--- src/rtl/gray_pkg.sv ---
// Shared Gray-code helpers and types, used by both the Gray counter source
// and the receive-side decoder/monitor.
package gray_pkg;

    // Default Gray/binary word width.
    localparam int GRAY_DEFAULT_W = 8;

    // Widest word the helper functions handle. Narrower words are passed
    // zero-extended. Zero upper bits leave the lower bits of both conversions
    // unchanged, so a caller simply truncates the result back to its own width.
    localparam int GRAY_MAX_W = 32;

    // Classification of one sampled change.
    typedef enum logic [1:0] {
        STEP_NONE = 2'd0,
        STEP_UP   = 2'd1,
        STEP_DOWN = 2'd2,
        STEP_SKIP = 2'd3
    } step_kind_e;

    // Gray to binary: each binary bit is the XOR of all Gray bits at or above it.
    function automatic logic [GRAY_MAX_W-1:0] gray2bin(input logic [GRAY_MAX_W-1:0] g);
        logic [GRAY_MAX_W-1:0] b;
        b[GRAY_MAX_W-1] = g[GRAY_MAX_W-1];
        for (int i = GRAY_MAX_W - 2; i >= 0; i--) begin
            b[i] = b[i+1] ^ g[i];
        end
        return b;
    endfunction

    // Binary to Gray: each Gray bit marks a change between adjacent binary bits.
    function automatic logic [GRAY_MAX_W-1:0] bin2gray(input logic [GRAY_MAX_W-1:0] b);
        return b ^ (b >> 1);
    endfunction

endpackage

--- src/rtl/gray_sync.sv ---
// Multi-bit flop-chain synchronizer for Gray-coded (single-bit-change) buses.
// Every stage resets to zero asynchronously.
module gray_sync #(
    parameter int W      = 8,
    parameter int STAGES = 2
) (
    input  logic         clk,
    input  logic         rst,
    input  logic [W-1:0] d_in,
    output logic [W-1:0] q_out
);

    logic [W-1:0] stage_q [STAGES];
    logic [W-1:0] stage_d [STAGES];

    // Each stage takes the value of the stage before it; stage 0 takes the input.
    always_comb begin
        stage_d[0] = d_in;
        for (int i = 1; i < STAGES; i++) begin
            stage_d[i] = stage_q[i-1];
        end
    end

    // Synchronizer flops with asynchronous clear.
    always_ff @(posedge clk or posedge rst) begin
        if (rst) begin
            for (int i = 0; i < STAGES; i++) begin
                stage_q[i] <= {W{1'b0}};
            end
        end else begin
            for (int i = 0; i < STAGES; i++) begin
                stage_q[i] <= stage_d[i];
            end
        end
    end

    assign q_out = stage_q[STAGES-1];

endmodule

--- src/rtl/gray_decoder_monitor.sv ---
// Receive side of a Gray-counter link: synchronizes the incoming Gray count,
// decodes it to binary and classifies each sampled change as +1, -1 or an
// illegal skip, counting skips in a saturating error counter.
module gray_decoder_monitor
    import gray_pkg::*;
#(
    parameter int N           = GRAY_DEFAULT_W,
    parameter int SYNC_STAGES = 2,
    parameter int ERRW        = 8
) (
    input  logic            clk,
    input  logic            rst,
    input  logic [N-1:0]    gray_in,
    input  logic            sample_en,
    input  logic            err_clr,
    output logic [N-1:0]    bin_out,
    output logic            bin_valid,
    output logic            step_up,
    output logic            step_down,
    output logic            skip_err,
    output logic [ERRW-1:0] err_count
);

    logic [N-1:0]    gray_sync_s;
    logic [N-1:0]    bin_s;
    logic [N-1:0]    diff_s;
    step_kind_e      kind_s;

    logic [N-1:0]    bin_out_q,   bin_out_d;
    logic            bin_valid_q, bin_valid_d;
    logic            step_up_q,   step_up_d;
    logic            step_down_q, step_down_d;
    logic            skip_err_q,  skip_err_d;
    logic [ERRW-1:0] err_count_q, err_count_d;

    gray_sync #(
        .W      (N),
        .STAGES (SYNC_STAGES)
    ) u_sync (
        .clk   (clk),
        .rst   (rst),
        .d_in  (gray_in),
        .q_out (gray_sync_s)
    );

    // Decode the synchronized Gray value and measure the step from the last sample.
    always_comb begin
        bin_s  = N'(gray2bin(GRAY_MAX_W'(gray_sync_s)));
        diff_s = bin_s - bin_out_q;
        if (diff_s == {N{1'b0}}) begin
            kind_s = STEP_NONE;
        end else if (diff_s == N'(1)) begin
            kind_s = STEP_UP;
        end else if (diff_s == {N{1'b1}}) begin
            kind_s = STEP_DOWN;
        end else begin
            kind_s = STEP_SKIP;
        end
    end

    // Next-state: capture the sample, raise at most one pulse, update error count.
    always_comb begin
        bin_out_d   = bin_out_q;
        bin_valid_d = bin_valid_q;
        step_up_d   = 1'b0;
        step_down_d = 1'b0;
        skip_err_d  = 1'b0;

        if (sample_en) begin
            bin_out_d = bin_s;
            if (!bin_valid_q) begin
                // Priming sample: nothing to compare against yet.
                bin_valid_d = 1'b1;
            end else begin
                case (kind_s)
                    STEP_NONE: ;
                    STEP_UP:   step_up_d   = 1'b1;
                    STEP_DOWN: step_down_d = 1'b1;
                    STEP_SKIP: skip_err_d  = 1'b1;
                    default:   skip_err_d  = 1'b1;
                endcase
            end
        end else begin
            bin_out_d   = bin_out_q;
            bin_valid_d = bin_valid_q;
        end

        // Clear wins over an increment in the same cycle.
        if (err_clr) begin
            err_count_d = {ERRW{1'b0}};
        end else if (skip_err_d && (err_count_q != {ERRW{1'b1}})) begin
            err_count_d = err_count_q + ERRW'(1);
        end else begin
            err_count_d = err_count_q;
        end
    end

    // State and output registers with asynchronous clear.
    always_ff @(posedge clk or posedge rst) begin
        if (rst) begin
            bin_out_q   <= {N{1'b0}};
            bin_valid_q <= 1'b0;
            step_up_q   <= 1'b0;
            step_down_q <= 1'b0;
            skip_err_q  <= 1'b0;
            err_count_q <= {ERRW{1'b0}};
        end else begin
            bin_out_q   <= bin_out_d;
            bin_valid_q <= bin_valid_d;
            step_up_q   <= step_up_d;
            step_down_q <= step_down_d;
            skip_err_q  <= skip_err_d;
            err_count_q <= err_count_d;
        end
    end

    assign bin_out   = bin_out_q;
    assign bin_valid = bin_valid_q;
    assign step_up   = step_up_q;
    assign step_down = step_down_q;
    assign skip_err  = skip_err_q;
    assign err_count = err_count_q;

endmodule

--- config.mk ---
export PLATFORM = sky130hd
export DESIGN_NAME = gray_decoder_monitor
export DESIGN_NICKNAME = d
export VERILOG_FILES = /design/src/rtl/gray_pkg.sv /design/src/rtl/gray_sync.sv /design/src/rtl/gray_decoder_monitor.sv
export SDC_FILE = /design/constraint.sdc
export NUM_CORES = 1
export LEC_CHECK = 0
export CORE_AREA = 2 2 52 102
export DETAILED_ROUTE_END_ITERATION = 8
export DIE_AREA = 0 0 54 104
export GPL_TIMING_DRIVEN = 0
export PLACE_DENSITY = 0.59
export SYNTH_ARGS = -nofsm -noshare
export SYNTH_HDL_FRONTEND = slang
export SYNTH_SLANG_ARGS = --single-unit
export TNS_END_PERCENT = 30
--- constraint.sdc ---
create_clock -name clk -period 4 [get_ports clk]
set_input_delay 0.8 -clock clk [delete_from_list [all_inputs] [get_ports clk]]
set_output_delay 0.8 -clock clk [all_outputs]
set_load 0.005 [all_outputs]
* Yosys cells after proc, flatten, opt, wreduce, memory -nomap -nowiden
Cells that the tools add are included.
** Operators by class
- Add/subtract/negate cells :: 2
- Equal/unequal tests :: 6
- Mux-type cells :: 14
- Bitwise logic cells :: 7
- Reduce and logical (&&, ||, !) cells :: 3
** Operators with widths (count)
- $mux 8 :: 2
- $mux 1 :: 10
- $add 8x1->8 const B :: 1
- $eq 8x1->1 const B :: 1
- $eq 8x8->1 const B :: 1
- $logic_not 8->1 :: 1
- $ne 8x8->1 const B :: 1
- $sub 8x8->8 :: 1
- $xor 1x1->1 :: 7
- $eq 2x2->1 const B :: 2
- $mux 2 :: 2
- $eq 2x1->1 const B :: 1
- $reduce_bool 2->1 :: 1
- $logic_and 1x1->1 :: 1
** Word-level totals
- Word-level logic and storage cells :: 40
- Bits of input ports :: 12
- Output and inout bits :: 20
- Flip-flop bits (word level) :: 36

* Longest topological paths before layout
Gate-level depths: netlist of run 1.
- Depth after elaboration :: 19
- Gate-level depth with buffers :: 14
- Gate-level depth less buffers :: 14

* Cells and area by module
From an unflattened synthesis of run 1, not the netlist that was laid out.
** Unflattened totals
- Cell total of the unflattened synthesis :: 175
- Area total of the unflattened synthesis :: 1969.4 sq um
** Modules (own cells, without submodules)
- gray_decoder_monitor :: instances 1, seq. area each 500.5 sq um, cells each 158, area each 1565.3 sq um
- gray_sync :: instances 1, seq. area each 400.4 sq um, cells each 17, area each 404.1 sq um

* Worst setup path after synthesis of run 1
Ideal clock, no wire load.
- Path kind :: reg-to-reg
- Start point :: register u_sync.stage_q (netlist bit u_sync.q_out[7])
- End point :: register err_count_q[0] (netlist: err_count[0])
- Path buffers :: 0
- Cell stages (with the launch flop) :: 14
- Slack :: 0.443 ns
- Library setup time :: 0.128 ns
- Arrival time :: 3.430 ns
- Required time :: 3.872 ns
- Clock period less this slack :: 3.557 ns
- Cell sequence :: dfrtp_1 xnor2_2 xnor2_2 xnor2_4 xor2_2 xor2_2 ha_1 nor2b_1 o2111ai_1 o211ai_1 or4_4 nor2_4 nor4_2 mux2_1
** On the way
- Word-level cells in the longest chain between the ends :: 18
- Elaborated cells between the ends (all ways) :: 20
- Classes of those cells :: 1 x add/sub; 3 x eq/ne; 6 x mux; 7 x bitwise; 3 x reduce/logical
** RTL lines
- start: declaration :: line gray_sync.sv:13 : logic [W-1:0] stage_q [STAGES];
- start signal: indexed assignment :: line gray_sync.sv:28 : stage_q[i] <= {W{1'b0}};
- start signal: indexed assignment :: line gray_sync.sv:32 : stage_q[i] <= stage_d[i];
- $xor 1x1->1 (*) (2 in series) :: line gray_pkg.sv:26 : b[i] = b[i+1] ^ g[i];
- via bin_s[5] :: line gray_decoder_monitor.sv:25 : logic [N-1:0] bin_s;
- $xor 1x1->1 (*) (2 in series) :: line gray_pkg.sv:26
- via bin_s[3] :: line gray_decoder_monitor.sv:25
- $xor 1x1->1 (*) :: line gray_pkg.sv:26
- via bin_s[2] :: line gray_decoder_monitor.sv:25
- $xor 1x1->1 (*) :: line gray_pkg.sv:26
- via bin_s[1] :: line gray_decoder_monitor.sv:25
- (+4 left out)
- $mux 2 :: line gray_decoder_monitor.sv:52 : end else if (diff_s == N'(1)) begin
- $mux 2 (*) :: line gray_decoder_monitor.sv:50 : if (diff_s == {N{1'b0}}) begin
- $eq 2x2->1 (*) :: line gray_decoder_monitor.sv:75 : case (kind_s)
- $mux 1 (*) :: line gray_decoder_monitor.sv:75
- $mux 1 (*) :: line gray_decoder_monitor.sv:71 : if (!bin_valid_q) begin
- $mux 1 (*) :: line gray_decoder_monitor.sv:69 : if (sample_en) begin
- $logic_and 1x1->1 (*) :: line gray_decoder_monitor.sv:91 : end else if (skip_err_d && (err_count_q != {ERRW{1'b1}})) begin
- $reduce_bool 2->1 (no line) (*)
- end signal: assignment :: line gray_decoder_monitor.sv:106 : err_count_q <= {ERRW{1'b0}};
- end signal: assignment :: line gray_decoder_monitor.sv:113 : err_count_q <= err_count_d;
- end: declaration :: line gray_decoder_monitor.sv:34 : logic [ERRW-1:0] err_count_q, err_count_d;
Mark *: on every way through the listed nets, which the timed path passes. The rest lies on a longest branch.
A chain may end at the register's enable or synchronous reset.

* Worst setup path in the final report of run 1
Ends and elaborated chain as after synthesis.

==> results.sh, run 1 <==
export IMPL_status="completed"
export IMPL_syn_nets=189
export IMPL_grt_use_total_pct=14.24
export IMPL_routed_via_density=5.109
export IMPL_synth_distinct_cells=43
export IMPL_multiInputGateArea_um2=954.7
export IMPL_h_tree_depth=2
export IMPL_fill_cells=462
export IMPL_total_power_mw=1.126
export IMPL_cts_buffers=5
export IMPL_yosysSeqAreaShare_pct=48.23
export IMPL_p_leak_nw=1.035
export IMPL_syn_area_mm2=0.001868
export IMPL_cts_buffer_depth=2
export IMPL_grt_pass1_wl_um=6030
export IMPL_async_reset_ff_share_pct=100.0
export IMPL_die_x_um=54
export IMPL_synth_seq_cells=36
export IMPL_max_freq_ghz=0.2645
export IMPL_rr_startpoint="u_sync.q_out[7]$_DFF_PP0_"
export IMPL_io_pins=32
export IMPL_syn_instance_count=168
export IMPL_hold_violations=0
export IMPL_final_cell_area_mm2=0.002400
export IMPL_reg2reg_slack_ps=220
export IMPL_worstHoldPathCells=0
export IMPL_relSlewSlack_pct=51.66
export IMPL_tritoncts="built"
export IMPL_row_count=36
export IMPL_avgSynthCellArea_um2=11.12
export IMPL_dr_pass1_iters=4
export IMPL_yosys_most_used_dff="dfrtp_1"
export IMPL_grt_pass1_vias=1446
export IMPL_timing_rr_end="err_count[0]$_DFFE_PP0P_"
export IMPL_antenna_found_initial=0
export IMPL_start_kind="flip-flop"
export IMPL_finalCritPeriodShare_pct=94.51
export IMPL_tightest_slew_ps=724.0
export IMPL_max_vdd_ir_drop_v=0.0003984
export IMPL_setup_worst_path_class="reg2reg"
export IMPL_grt_start_max_net_pins=37
export IMPL_min_path_type="reg2reg"
export IMPL_yosysWarnings=0
export IMPL_synth_edf_count=0
export IMPL_report_final_slew_viol_count=0
export IMPL_hold_path_endpoint="u_sync.q_out[1]$_DFF_PP0_"
export IMPL_drt_wirelength_per_cell_um=13.29
export IMPL_p_per_area_mw_per_mm2=469.1
export IMPL_root_buffer="clkbuf_8"
export IMPL_crit_arrival_ps=3950
export IMPL_fin_util_pct=49.33
export IMPL_setup_viol=0
export IMPL_nets=230
export IMPL_diodes=0
export IMPL_place_hpwl_um=2687
export IMPL_dieArea_mm2=0.005616
export IMPL_post_dp_cell_area_mm2=0.002240
export IMPL_maxCapViolCount=0
export IMPL_crit_path_end_kind="flip-flop"
export IMPL_ant_nets=0
export IMPL_cp_data_required_time_ps=4170
export IMPL_drive_gt1_share_pct=14.76
export IMPL_rr_worst_depth=14
export IMPL_detail_route_iter0_violations=13
export IMPL_place_gp_congestion=0.8601
export IMPL_overflow=0
export IMPL_hold_buffers=0
export IMPL_io_buffers=30
export IMPL_vias=1364
export IMPL_regArea_um2=900.9
export IMPL_worst_clock_skew_ps=4.963
export IMPL_core_mm2=0.004865
export IMPL_start_util_pct=38.40
export IMPL_drc_errors=0
export IMPL_cts_sinks=36
export IMPL_cts_clk_slew_worst_paths_ps=70
export IMPL_drt_wl_total_um=3548
export IMPL_cp_max_fo=8
export IMPL_min_period_ps=3780
export IMPL_holdCritStartpoint="u_sync.stage_d[1]$_DFF_PP0_"
export IMPL_area_growth_pct=28.47
export IMPL_die_h_um=104
export IMPL_clock_latency_ps=290
[routing by layer]
metal,part of all wire [%],track usage [%],up-vias
li1,-,-,666
met1,38,16.13,661
met2,56,23.52,30
met3,3.2,3.879,7
met4,2.4,6.786,0
met5,0,0,-
[report_power, final]
| part | leakage (nW) | switching (mW) | internal [mW] |
|---|---|---|---|
| combinational | 0.544 | 0.233 | 0.214 |
| clock | 0.0510 | 0.127 | 0.137 |
| sequential | 0.440 | 0.0217 | 0.393 |
| total | 1.03 | 0.381 | 0.745 |
[worst max-delay path, stage by stage (launching register included)]
cell	delay, ps
dfrtp_1	460
xnor2_4	190
xnor2_4	270
xnor2_4	170
xor2_2	250
xor2_2	210
xnor2_1	210
ha_1	240
nor2b_1	80
o2111ai_1	230
o211ai_1	150
or4_4	580
nor2_4	230
nor4_4	90
mux2_1	310
[how the worst max path moves through the flow]
stage | slack, ps | start | depth (start not counted) | to
3_5_place_dp | 70 | u_sync.q_out[7]$_DFF_PP0_ | 14 | err_count[0]$_DFFE_PP0P_
2_1_floorplan | 440 | u_sync.q_out[7]$_DFF_PP0_ | 13 | err_count[0]$_DFFE_PP0P_
4_1_cts | 70 | u_sync.q_out[7]$_DFF_PP0_ | 14 | err_count[0]$_DFFE_PP0P_
5_1_grt | -3 | u_sync.q_out[7]$_DFF_PP0_ | 15 | err_count[4]$_DFFE_PP0P_
3_3_place_gp | 110 | u_sync.q_out[7]$_DFF_PP0_ | 14 | err_count[0]$_DFFE_PP0P_
6_report | 220 | u_sync.q_out[7]$_DFF_PP0_ | 14 | err_count[0]$_DFFE_PP0P_
[state kept, by name (all words and copies together), names as in the netlist]
| name | count |
|---|---|
| bin_out | 8 |
| bin_valid | 1 |
| err_count | 8 |
| skip_err | 1 |
| step_down | 1 |
| step_up | 1 |
| u_sync.q_out | 8 |
| u_sync.stage_d | 8 |
[metrics by stage]
stage          setup WS (ps)  hold WS (ps)  TNS (ps)  std cells
2_1_floorplan          442.7         331.2         0        168
3_3_place_gp           105.1         333.4         0        255
3_5_place_dp           66.51         334.7         0        255
4_1_cts                65.06         348.2         0        263
5_1_grt               -3.411         350.5    -5.246        267
6_report               219.7         344.1         0        267
[Yosys cell counts, drive strengths merged (4+ instances only)]
library cell / instances / area share [%]
a21oi: 6 / 1.6
dfrtp: 36 / 48
ha: 9 / 6.0
inv: 9 / 1.8
mux2: 7 / 4.2
nand2: 11 / 2.2
nand3: 5 / 1.3
nor2: 10 / 2.4
nor2b: 8 / 2.7
nor3: 4 / 1.1
nor4: 5 / 2.0
o21ai: 7 / 1.9
xnor2: 11 / 7.0
xor2: 6 / 3.6
[layout by cell type, fill, tap and decap left out, types with 2 or more instances in the layout]
| master | Yosys | layout |
|---|---|---|
| dfrtp_1 | 36 | 36 |
| clkdlybuf4s50_1 | 0 | 30 |
| nand2_1 | 11 | 11 |
| nor2_1 | 9 | 9 |
| ha_1 | 9 | 9 |
| nor2b_1 | 8 | 8 |
| xnor2_1 | 8 | 8 |
| inv_1 | 9 | 8 |
| a21oi_1 | 6 | 6 |
| o21ai_0 | 6 | 6 |
| clkbuf_8 | 0 | 6 |
| nand3_1 | 5 | 5 |
| mux2_2 | 5 | 5 |
| xor2_1 | 4 | 4 |
| nor3_1 | 4 | 4 |
| buf_4 | 0 | 4 |
| and3_1 | 3 | 3 |
| nand2b_1 | 3 | 3 |
| nand3b_1 | 3 | 3 |
| clkbuf_1 | 3 | 3 |
| xnor2_4 | 1 | 3 |
| nand4_1 | 3 | 3 |
| nor4_1 | 4 | 3 |
| and2_1 | 2 | 2 |
| o2111ai_1 | 2 | 2 |
| xor2_2 | 2 | 2 |
| mux2_1 | 2 | 2 |
| clkinv_2 | 0 | 2 |
[what timing repair did]
item,in CTS,in global routing
gates resized for setup,0,4
buffers inserted,0,4
endpoints found under the setup margin,0,8
[logic make-up after synthesis]
kind of cell,after synthesis,synth area share (%)
XOR/XNOR,17,10.58
adder cells (fa/ha/maj),9,6.028
AO/OA/AOI/OAI,22,7.837
flip-flops,36,48.22
AND/OR/NAND/NOR,63,19.89
buffers and inverters,13,2.679
multiplexers,8,4.755
[area by class of cell]
class,count,area share (%)
multi-input cells,119,39.78
repair buffers,34,13.76
flip-flops and latches,36,37.54
plain buffers,4,0.6778
clock buffers,6,3.441
well taps,57,2.972
clock inverters,2,0.4171
inverters,9,1.408
No activity file was read; power rests on OpenSTA's default activity.
==> inputs of run 2 (changes only) <==
Settings changed: CELL_PAD_IN_SITES_DETAIL_PLACEMENT from default to 1, CELL_PAD_IN_SITES_GLOBAL_PLACEMENT from default to 2, CORE_AREA 2 2 52 102 to 2 2 59 117, DIE_AREA 0 0 54 104 to 0 0 61 119, PLACE_DENSITY 0.59 to 0.67.
==> run 2 against run 1 <==
Net effect: clock skew grew 1.3 ps; highest routed layer unchanged; die area grew 29%; sequential power is essentially flat; count of clock-buffer cells in the layout is the same; largest cell class unchanged; hold slack gained 3.2 ps.
==> results.sh, run 2 (synthesized netlist as in run 1, its figures left out) <==
export IMPL_drt_wirelength_per_cell_um=13.58
export IMPL_cts_buffers=5
export IMPL_cts_clk_slew_worst_paths_ps=60
export IMPL_worst_clock_skew_ps=6.289
export IMPL_grt_use_total_pct=12.48
export IMPL_grt_start_max_net_pins=37
export IMPL_place_hpwl_um=2919
export IMPL_max_vdd_ir_drop_v=0.0002934
export IMPL_die_x_um=61
export IMPL_row_count=42
export IMPL_core_mm2=0.006464
export IMPL_start_util_pct=28.90
export IMPL_io_buffers=30
export IMPL_detail_route_iter0_violations=29
export IMPL_min_path_type="reg2reg"
export IMPL_p_per_area_mw_per_mm2=507.7
export IMPL_fill_cells=717
export IMPL_critPathBufInv=1
export IMPL_ant_nets=0
export IMPL_layout_commonest_cell="dfrtp_1"
export IMPL_stdcell_count=301
export IMPL_crit_arrival_ps=4010
export IMPL_min_period_ps=3840
export IMPL_grt_pass1_vias=1490
export IMPL_overflow=0
export IMPL_maxCapViolCount=0
export IMPL_max_freq_ghz=0.2604
export IMPL_total_power_mw=1.307
export IMPL_dieArea_mm2=0.007259
export IMPL_finalCritPeriodShare_pct=96.01
export IMPL_root_buffer="clkbuf_16"
export IMPL_rsz0062_at_grt="yes"
export IMPL_area_growth_pct=37.78
export IMPL_slowest_stage="or4_4"
export IMPL_cp_data_required_time_ps=4170
export IMPL_hold_violations=0
export IMPL_dp_cells=286
export IMPL_io_pins=32
export IMPL_report_final_slew_viol_count=0
export IMPL_status="completed"
export IMPL_die_h_um=119
export IMPL_hold_ws_ps=347.3
export IMPL_grt_pass1_wl_um=6755
export IMPL_p_leak_nw=1.075
export IMPL_cts_buffer_depth=2
export IMPL_clock_latency_ps=280
export IMPL_multiInputGateArea_mm2=0.001005
export IMPL_routed_via_density=4.505
export IMPL_crit_path_frequent_cell="xnor2_4"
export IMPL_setup_worst_path_class="reg2reg"
export IMPL_cp_top_family="simple AND/OR/NAND/NOR gates"
export IMPL_layout_common_cells="35 x dfrtp_1, 30 x clkdlybuf4s50_1, 11 x nand2_1"
export IMPL_path_cells="xnor2_4 > xnor2_4 > xnor2_4 > xor2_2 > xor2_2 > buf_4 > ha_4 > nor2b_2 > o2111ai_2 > o211ai_1 > or4_4 > nor2_4 > nor3_1 > mux2_1"
export IMPL_drive_gt1_share_pct=20.19
export IMPL_dr_pass1_iters=4
export IMPL_cp_max_fo=8
export IMPL_vias=1356
export IMPL_cts_sinks=36
export IMPL_tritoncts="built"
export IMPL_drt_wl_total_um=4089
export IMPL_relSlewSlack_pct=49.59
export IMPL_antenna_found_initial=0
export IMPL_crit_path_end_kind="flip-flop"
export IMPL_h_tree_depth=2
export IMPL_regArea_um2=902.1
export IMPL_nets=233
export IMPL_hold_buffers=0
export IMPL_diodes=0
export IMPL_start_kind="flip-flop"
export IMPL_slowest_delay_ps=580
export IMPL_setup_viol=0
export IMPL_drc_errors=0
export IMPL_fin_tns_setup_ps=0
export IMPL_place_gp_congestion=0.7418
export IMPL_tightest_slew_ps=755.1
-- run 2: repair_timing --
item | CTS | global route
endpoints found under the setup margin | 0 | 8
resized for setup | 0 | 14
setup buffers | 0 | 7
-- run 2: worst register-to-register path: cells and delay by family, from the launching register on --
kind	cells	cell delay (ps)
compound gates	2	340
xor+xnor	5	1090
fa+ha+maj	1	200
buf+inv	1	160
flops	1	450
mux	1	310
simple gates	4	1160
-- run 2: worst paths after layout --
kind | from | end | slack, ps | cells after the start
setup / recovery | u_sync.q_out[7]$_DFF_PP0_ | err_count[2]$_DFFE_PP0P_ | 160 | 14
hold / removal | u_sync.stage_d[3]$_DFF_PP0_ | u_sync.q_out[3]$_DFF_PP0_ | 350 | 0
setup reg to reg | u_sync.q_out[7]$_DFF_PP0_ | err_count[2]$_DFFE_PP0P_ | 160 | 14
hold reg to reg | u_sync.stage_d[3]$_DFF_PP0_ | u_sync.q_out[3]$_DFF_PP0_ | 350 | 0
max in group asynchronous | rst | u_sync.q_out[7]$_DFF_PP0_ | 2500 | 2
min in group asynchronous | rst | u_sync.q_out[6]$_DFF_PP0_ | 980 | 2
-- run 2: power breakdown --
group / switching (mW) / internal, mW / total [mW] / leakage [nW]
combinational: 0.254 / 0.241 / 0.496 / 0.567
clock: 0.148 / 0.247 / 0.395 / 0.0691
sequential: 0.0221 / 0.394 / 0.416 / 0.439
-- run 2: final cells by class --
type | count | area share [%]
Sequential cell | 36 | 35.05
Multi-Input combinational cell | 119 | 39.04
Clock buffer | 6 | 5.396
Tap cell | 88 | 4.278
Buffer | 4 | 0.6320
Clock inverter | 2 | 0.5834
Inverter | 9 | 1.313
Timing Repair Buffer | 37 | 13.71
-- run 2: metal layers --
layer	vias to the layer above	wire [µm]	global-route usage, %
met5	-	0	0
met1	655	1676	15.15
li1	669	-	-
met3	5	135	3.474
met2	27	2199	19.83
met4	0	78	5.707
-- run 2: through the flow --
step                area [µm²]  setup WS (ps)  util, %
floorplan                 1868          442.7        -
global placement          2278          8.756    35.25
detailed placement        2278          46.66    35.25
CTS                       2432          29.89    37.63
global route              2574         -31.75    39.82
finish                    2574          159.7    39.82
